### src/rtl/prog_ctr_stack.sv
// rtl/prog_ctr_stack.sv - program counter with relative branch, jump and hardware return-address stack
module prog_ctr_stack #(
  parameter int              W        = 8,
  parameter int              DEPTH    = 4,
  parameter logic [W-1:0]    RESET_PC = '0,
  localparam int             SPW      = $clog2(DEPTH + 1)
) (
  input  logic           Clk,
  input  logic           Reset_n,
  input  logic           Stall,
  input  logic [2:0]     Op,
  input  logic           Zero,
  input  logic [W-1:0]   Target,
  output logic [W-1:0]   PC,
  output logic [SPW-1:0] SP,
  output logic           StackFull,
  output logic           StackEmpty,
  output logic           StackErr
);

  localparam int             AW     = (DEPTH > 1) ? $clog2(DEPTH) : 1;
  localparam logic [SPW-1:0] SP_MAX = SPW'(DEPTH);

  typedef enum logic [2:0] {
    OP_NEXT = 3'b000,
    OP_BRZ  = 3'b001,
    OP_BRNZ = 3'b010,
    OP_JMP  = 3'b011,
    OP_CALL = 3'b100,
    OP_RET  = 3'b101
  } op_t;

  logic [W-1:0]   stack_mem [DEPTH];
  logic [W-1:0]   pc_plus1;
  logic [W-1:0]   pc_rel;
  logic [W-1:0]   pc_next;
  logic [SPW-1:0] sp_next;
  logic           push;
  logic           err_set;
  logic [AW-1:0]  wr_idx;
  logic [AW-1:0]  rd_idx;

  assign pc_plus1   = PC + W'(1);
  // Two's-complement add of the offset wraps modulo 2^W in both directions.
  assign pc_rel     = PC + Target;
  assign wr_idx     = AW'(SP);
  assign rd_idx     = AW'(SP - SPW'(1));
  assign StackFull  = (SP == SP_MAX);
  assign StackEmpty = (SP == '0);

  always_comb begin
    pc_next = pc_plus1;
    sp_next = SP;
    push    = 1'b0;
    err_set = 1'b0;
    case (Op)
      OP_BRZ:  pc_next = Zero ? pc_rel : pc_plus1;
      OP_BRNZ: pc_next = Zero ? pc_plus1 : pc_rel;
      OP_JMP:  pc_next = Target;
      OP_CALL: begin
        if (StackFull) begin
          err_set = 1'b1;
        end else begin
          push    = 1'b1;
          sp_next = SP + SPW'(1);
          pc_next = Target;
        end
      end
      OP_RET: begin
        if (StackEmpty) begin
          err_set = 1'b1;
        end else begin
          sp_next = SP - SPW'(1);
          pc_next = stack_mem[rd_idx];
        end
      end
      default: pc_next = pc_plus1;
    endcase
  end

  always_ff @(posedge Clk) begin
    if (!Reset_n) begin
      PC       <= RESET_PC;
      SP       <= '0;
      StackErr <= 1'b0;
    end else if (!Stall) begin
      PC       <= pc_next;
      SP       <= sp_next;
      StackErr <= StackErr | err_set;
    end
  end

  // Stack storage carries no reset; entries above SP are never read.
  always_ff @(posedge Clk) begin
    if (Reset_n && !Stall && push) begin
      stack_mem[wr_idx] <= pc_plus1;
    end
  end

endmodule
### config.mk
export PLATFORM = sky130hd
export DESIGN_NAME = prog_ctr_stack
export DESIGN_NICKNAME = d
export VERILOG_FILES = /design/src/rtl/prog_ctr_stack.sv
export SDC_FILE = /design/constraint.sdc
export NUM_CORES = 1
export LEC_CHECK = 0
export CAP_MARGIN = 25
export CORE_UTILIZATION = 50
export DETAILED_ROUTE_END_ITERATION = 7
export DONT_BUFFER_PORTS = 1
export SETUP_SLACK_MARGIN = 0.05
export SYNTH_ARGS = -nofsm -noshare
export SYNTH_HDL_FRONTEND = slang
export SYNTH_SLANG_ARGS = --single-unit
### constraint.sdc
create_clock -name Clk -period 4.85 [get_ports Clk]
set_clock_uncertainty 0.15 [all_clocks]
set_input_delay 0.97 -clock Clk [delete_from_list [all_inputs] [get_ports Clk]]
set_output_delay 0.97 -clock Clk [all_outputs]
set_load 0.01 [all_outputs]
==> results of run 1 <==
-- cells in the final DEF (no fill, tap or decap), drive strengths merged, types with 4 or more instances in the layout --
cell type  instances
o21ai             13
nand2             10
mux4               4
a222oi             7
mux2i              8
xor2               8
a21oi              7
and2               7
dfxtp             12
a31oi              4
nor2              10
clkbuf             5
ha                13
o22ai              4
nor2b              5
a22oi              4
inv                8
xnor2              7
edfxtp            32
-- report_power, final --
group / internal (W) / total (W) / switching [W]
clock: 0.000100 / 0.000219 / 0.000119
sequential: 0.000415 / 0.000433 / 0.0000179
combinational: 0.0000505 / 0.000114 / 0.0000633
-- kinds of logic after synthesis --
logic type | share of synthesized area (%)
multiplexers | 7.60
XOR/XNOR | 5.50
AND/OR/NAND/NOR | 9.80
adder cells (fa/ha/maj) | 7.65
AO/OA/AOI/OAI | 16.7
flip-flops | 50.3
buffers and inverters | 2.46
-- through the flow --
| stage | setup slack, ns | util, % | cells | area [sq um] |
|---|---|---|---|---|
| 6_report | 1.83 | 56.1 | 256 | 2510 |
| 5_1_grt | 1.54 | 56.1 | 256 | 2510 |
| 4_1_cts | 1.83 | 56.1 | 256 | 2510 |
| 3_5_place_dp | 1.83 | 54.2 | 248 | 2420 |
| 2_1_floorplan | 2.34 | - | 203 | 2390 |
| 3_3_place_gp | 1.97 | 54.2 | 248 | 2420 |
-- sequential cells by signal, indices dropped and copies added, names as in the netlist --
register / count
stack_mem: 32
SP: 3
StackErr: 1
PC: 8
-- critical path, delay by kind of cell, from the launching register on --
family | cells | cell delay (ns)
adders and majority gates | 1 | 0.76
buffers and inverters | 1 | 0.21
muxes | 1 | 0.26
DFF | 1 | 0.68
AOI/OAI and AO/OA | 3 | 0.73
and+or+nand+nor | 1 | 0.10
-- routing by layer --
layer / track usage [%] / share of wire [%]
met1: 28.1 / 45
met2: 34.8 / 49
met3: 5.84 / 4.9
met4: 6.67 / 0.69
met5: 0 / 0
-- final timing paths --
| kind | start | end | slack, ns |
|---|---|---|---|
| worst min-delay path | StackErr$_SDFFE_PN0N_ | StackErr$_SDFFE_PN0N_ | 0.44 |
| worst min register to register | StackErr$_SDFFE_PN0N_ | StackErr$_SDFFE_PN0N_ | 0.44 |
| worst max-delay path | SP[0]$_SDFFE_PN0P_ | PC[2]$_SDFFE_PN0N_ | 1.83 |
| worst max register to register | SP[0]$_SDFFE_PN0P_ | PC[2]$_SDFFE_PN0N_ | 1.83 |
-- layout make-up --
type	instances	share of cell area, %
sequential	44	47.8
multi-input combinational	144	44.9
inverter	8	1.20
tap	52	2.59
clock buffer	5	2.74
clock inverter	3	0.747
==> metrics.md, run 1 <==
| Metric | Value |
|---|---|
| Run status | finished, final reports clean |
| Slowest stage delay, CP | roughly 0.76 ns |
| Warnings from Yosys | 0 |
| RSZ-0062 raised after global routing | no |
| Detailed-route wire length per cell | a little under 20 um |
| Die Height | 71.1 um |
| Most numerous cell in the Yosys netlist | sky130_fd_sc_hd__edfxtp_1 |
| Core ar. | 0.00447 sq mm |
| Slowest CP cell | sky130_fd_sc_hd__ha_1 |
| Vias in the first global route | 1647 |
| Initial core utilization | 53.4% |
| Combined area of the multi-input logic cells | 0.00113 sq mm |
| Clk Latency, worst-skew pair | slightly below 0.3 ns |
| Cts bufs inserted | 5 |
| Tightest Hold Check Type | reg2reg |
| Final net count | 232 |
| Wire length of the first global-routing pass | roughly 8.1 mm |
| Count of hold buffers inserted by post-cts repair | 0 |
| Number of nets with antenna violations after routing | 0 |
| Share of layout cells above drive strength 1 | 7.35% |
| Total power consumption of the routed design | 0.000766 W |
| Final WL | 4.93 mm |
| Worst setup EP type | register |
| Clock Sinks | 44 |
| Total congestion overflow | 0 |
| Worst slew margin relative to its limit | 20.8% |
| Dominant register cell in the synthesized netlist | sky130_fd_sc_hd__edfxtp_1 |
| Final sum of negative setup slack | 0 ns |
| Vias | 1606 |
| Clock root buffer | sky130_fd_sc_hd__clkbuf_8 |
| Pin slew with the least headroom to its limit | 1.19 ns |
| Weighted congestion at the end of routability-driven global placement | 0.773 |
| Fraction of post-synthesis cell area in the top cell type by area | 40.3% |
| GRT Total Usage | 21.4% |
| Longest Clk Path Bufs | 2 |
| Die Area | 0.00506 sq mm |
| Register bit count reported by yosys | 44 |
| Fin crit period | 3.02 ns |
| Type of the worst setup path | reg2reg |
| CTS clock-pin slew for the worst setup and hold paths | about 0.08 ns |
| Data required time of the worst path | 4.86 ns |
| DR vias/cell | 6.27 |
| Synth Instances | 203 |
| Ranking of synthesized cells by area | sky130_fd_sc_hd__edfxtp_1 40%, sky130_fd_sc_hd__dfxtp_1 10%, sky130_fd_sc_hd__ha_1 6.8% |
| Pin count of the biggest net entering global routing | 16 |
| Post-Route Hold Slack | 0.439 ns |
| Worst setup SP type | register |
| Post-route fraction of the period consumed by the critical path | 62.2% |
| PwrDens | 305 mW/mm^2 |
| Number of gates resized after CTS | 0 |
| Worst Reg2Reg Path Length in Cells | 7 |
| Total of fill cells in the finished design | slightly below 400 |
| Hold Path Depth | 2 |
| Final Hold Vio Count | 0 |
| Number of iterations in the first detailed-routing pass | 4 |
| Post-synth EDFFs | 32 |
| Quantity of I/O buffers inserted on ports | 0 |
| Number of maximum-capacitance constraint violations | 0 |
| Synthesized net count | 232 |
| TritonCTS clock tree | built |
| Chip width | between 70 and 80 um |
| Commonest cells post-synth | 32 x sky130_fd_sc_hd__edfxtp_1, 13 x sky130_fd_sc_hd__ha_1, 12 x sky130_fd_sc_hd__dfxtp_1, 12 x sky130_fd_sc_hd__o21ai_0 |
| Area taken by flip-flops and latches | 0.00120 sq mm |
| Timing-limited maximum frequency | 332 MHz |
| Antenna violations before repair | 0 |
| Number of levels the H-tree was split into | 2 |
| Num ports | 29 |
| Average cell area after synthesis | 11.8 sq um |
| Peak fanout along the critical path | 13 |
| Half-perimeter wire length after placement | 3.72 mm |
| DRC violation count after routing | 0 |
| Final Setup Violations | 0 |
| Row Count | 24 |
| Arrival time of the worst setup path | 3.03 ns |
| Number of setup buffers added after CTS | 0 |
| Cell Area, Synth | 0.00239 sq mm |
| Area leader, netlist | sky130_fd_sc_hd__edfxtp_1 |
| Distinct cell type count after synthesis | 42 |
| Area growth syn-to-layout | 5.19% |
| Inserted Diodes | 0 |
| Detailed router's first-iteration violation count | 115 |
| Asr flop ratio synth | 0% |
| Slew Limit Fails | 0 |
| Cell breakdown of the critical path | inv_1 > ha_1 > mux2i_1 > a22oi_1 > a22o_1 > a2111oi_0 > nor3_1 |
| Sequential cell area fraction in the yosys report | 50.3% |
| Worst supply voltage drop on vdd | 126 uV |
| Leakage power | 0.877 nW |
No activity file was read; power rests on OpenSTA's default activity.
==> run 2: changes to the inputs <==
clock period = 2.8 ns   (was 4.85 ns; I/O delays follow)
==> run 2 against run 1 <==
  * Via count grew 1.9%
  * Final cell count grew 2.7%
  * Core utilization grew 1.8 points
  * Worst setup slack lost 1.5 ns
  * Fmax grew 22%
  * Clock power grew 120%
  * Die area is the same
  * Routed wire length shrank 0.28%
  * Critical path type unchanged
==> metrics.md, run 2 (synthesized netlist as in run 1, its figures left out) <==
| Metric | Value |
|---|---|
| Top Registers | stack_mem: 32 flops, PC: 8 flops, SP: 3 flops |
| Num ports | 29 |
| Slew Limit Fails | 0 |
| Post-route fraction of the period consumed by the critical path | 88.0% |
| CTS clock-pin slew for the worst setup and hold paths | ~0.090 ns |
| Weighted congestion at the end of routability-driven global placement | 0.783 |
| Worst setup SP type | register |
| TritonCTS clock tree | built |
| Slowest CP cell | sky130_fd_sc_hd__ha_1 |
| Peak fanout along the critical path | 8 |
| Top cell family by delay on the critical path | compound AO/OA/AOI/OAI gates |
| Core ar. | 0.00447 sq mm |
| Detailed router's first-iteration violation count | 82 |
| Final cell utilization of the core | 57.9% |
| Final net count | around 240 |
| Final Setup Violations | 0 |
| Slowest stage delay, CP | 0.55 ns |
| Max reg flops | 32 |
| Tightest Hold Check Type | in2reg |
| Die Area | 0.00506 sq mm |
| Wire length of the first global-routing pass | 7.98 mm |
| Run status | finished, final reports clean |
| Detailed-route wire length per cell | 18.7 um |
| Number of maximum-capacitance constraint violations | 0 |
| GRT Total Usage | 21.3% |
| Count of hold buffers inserted by post-cts repair | 0 |
| Fin crit period | ~2.5 ns |
| Data required time of the worst path | 2.83 ns |
| Half-perimeter wire length after placement | 3.72 mm |
| Chip width | 71.1 um |
| Post-Route Hold Slack | between 0.2 and 0.25 ns |
| Vias | about 1600 |
| Number of nets with antenna violations after routing | 0 |
| DR vias/cell | between 6 and 7 |
| Number of setup buffers added after CTS | 0 |
| Type of the worst setup path | reg2reg |
| DRC violation count after routing | 0 |
| Buffering stage count on the worst path with inverters included | 1 |
| Final Hold Vio Count | 0 |
| Antenna violations before repair | 0 |
| Vias in the first global route | 1579 |
| Worst slew margin relative to its limit | 59.8% |
| Final sum of negative setup slack | 0 ns |
| Pin slew with the least headroom to its limit | 0.603 ns |
| Initial core utilization | a little over half |
| Most frequent standard cell in the layout excluding fill and tap cells | sky130_fd_sc_hd__edfxtp_1 |
| Area growth syn-to-layout | 8.60% |
| Clk Latency, worst-skew pair | 0.30 ns |
| Cts bufs inserted | 5 |
| Timing-limited maximum frequency | 406 MHz |
| Pin count of the biggest net entering global routing | 16 |
| RSZ-0062 raised after global routing | no |
| Number of levels the H-tree was split into | 2 |
| Inserted Diodes | 0 |
| Leakage power | 0.924 nW |
| Share of layout cells above drive strength 1 | 10.4% |
| Top reg by flops | stack_mem |
| Total of fill cells in the finished design | 355 |
| Arrival time of the worst setup path | 2.49 ns |
| Total congestion overflow | 0 |
| Row Count | 24 |
| Die Height | approximately 71 um |
| Clock Sinks | 44 |
| PwrDens | 551 mW/mm^2 |
| Leading cell types in the layout, fill and taps excluded | 32 x sky130_fd_sc_hd__edfxtp_1, 13 x sky130_fd_sc_hd__ha_1, 12 x sky130_fd_sc_hd__dfxtp_1, 12 x sky130_fd_sc_hd__o21ai_0 |
| Clock root buffer | sky130_fd_sc_hd__clkbuf_8 |
| Longest Clk Path Bufs | 2 |
| Cell breakdown of the critical path | inv_1 > ha_1 > mux2i_1 > a22oi_1 > a22o_1 > a2111oi_0 > nor3_1 |
| Quantity of I/O buffers inserted on ports | 0 |
| Number of iterations in the first detailed-routing pass | 4 |
| Worst supply voltage drop on vdd | ~240 uV |
| Number of gates resized after CTS | 0 |
| Final WL | 4.92 mm |
| Worst setup EP type | register |
-- run 2: cell types whose count changed in the layout (fill, tap and decap cells not counted) --
cell,before,now
sky130_fd_sc_hd__buf_4,0,7
sky130_fd_sc_hd__clkinv_2,2,0
sky130_fd_sc_hd__clkbuf_16,0,1
sky130_fd_sc_hd__clkbuf_8,5,6
-- run 2: worst register-to-register path, cell delays in order (launching register included) --
cell                        delay (ns)
sky130_fd_sc_hd__dfxtp_1          0.46
sky130_fd_sc_hd__inv_1            0.14
sky130_fd_sc_hd__ha_1             0.55
sky130_fd_sc_hd__mux2i_1          0.23
sky130_fd_sc_hd__a22oi_1          0.13
sky130_fd_sc_hd__a22o_1           0.22
sky130_fd_sc_hd__a2111oi_0        0.38
sky130_fd_sc_hd__nor3_1           0.09
-- run 2: layout make-up --
cell class | count | area (sq um) | area share, %
clock buffer | 7 | 108 | 4.15
clock inverter | 1 | 8.76 | 0.338
inverter | 8 | 30.0 | 1.16
multi-input combinational | 144 | 1130 | 43.5
sequential | 44 | 1200 | 46.3
tap | 52 | 65.1 | 2.51
timing repair buffer | 7 | 52.6 | 2.03
-- run 2: through the flow --
step	power (W)	setup WS (ns)	area, sq um	cells
6_report	0.00143	0.335	2590	263
5_1_grt	0.00150	0.161	2590	263
4_1_cts	0.00143	0.315	2590	263
3_5_place_dp	0.000971	0.304	2480	255
3_3_place_gp	0.000962	0.447	2480	255
2_1_floorplan	0.000919	0.341	2390	203
-- run 2: path summary, 6_finish.rpt --
check / start / slack [ns] / cells after the start / endpoint
hold reg to reg: StackErr$_SDFFE_PN0N_ / 0.43 / 2 / StackErr$_SDFFE_PN0N_
hold / removal: Reset_n / 0.23 / 1 / SP[0]$_SDFFE_PN0P_
setup / recovery: SP[1]$_SDFFE_PN0P_ / 0.34 / 7 / PC[2]$_SDFFE_PN0N_
setup reg to reg: SP[1]$_SDFFE_PN0P_ / 0.34 / 7 / PC[2]$_SDFFE_PN0N_
-- run 2: report_power, final --
group / internal (W) / total, W / switching, W
registers: 0.000719 / 0.000742 / 0.0000229
logic: 0.0000969 / 0.000215 / 0.000118
clock network: 0.000256 / 0.000473 / 0.000217
-- run 2: per-layer routing --
layer / part of all wire [%] / vias to the layer above / wire, um / track usage (%)
li1: - / 799 / - / -
met1: 48 / 795 / 2350 / 28.2
met2: 46 / 37 / 2280 / 33.4
met3: 4.5 / 6 / 219 / 6.55
met4: 1.4 / 0 / 69 / 6.89
met5: 0 / - / 0 / 0
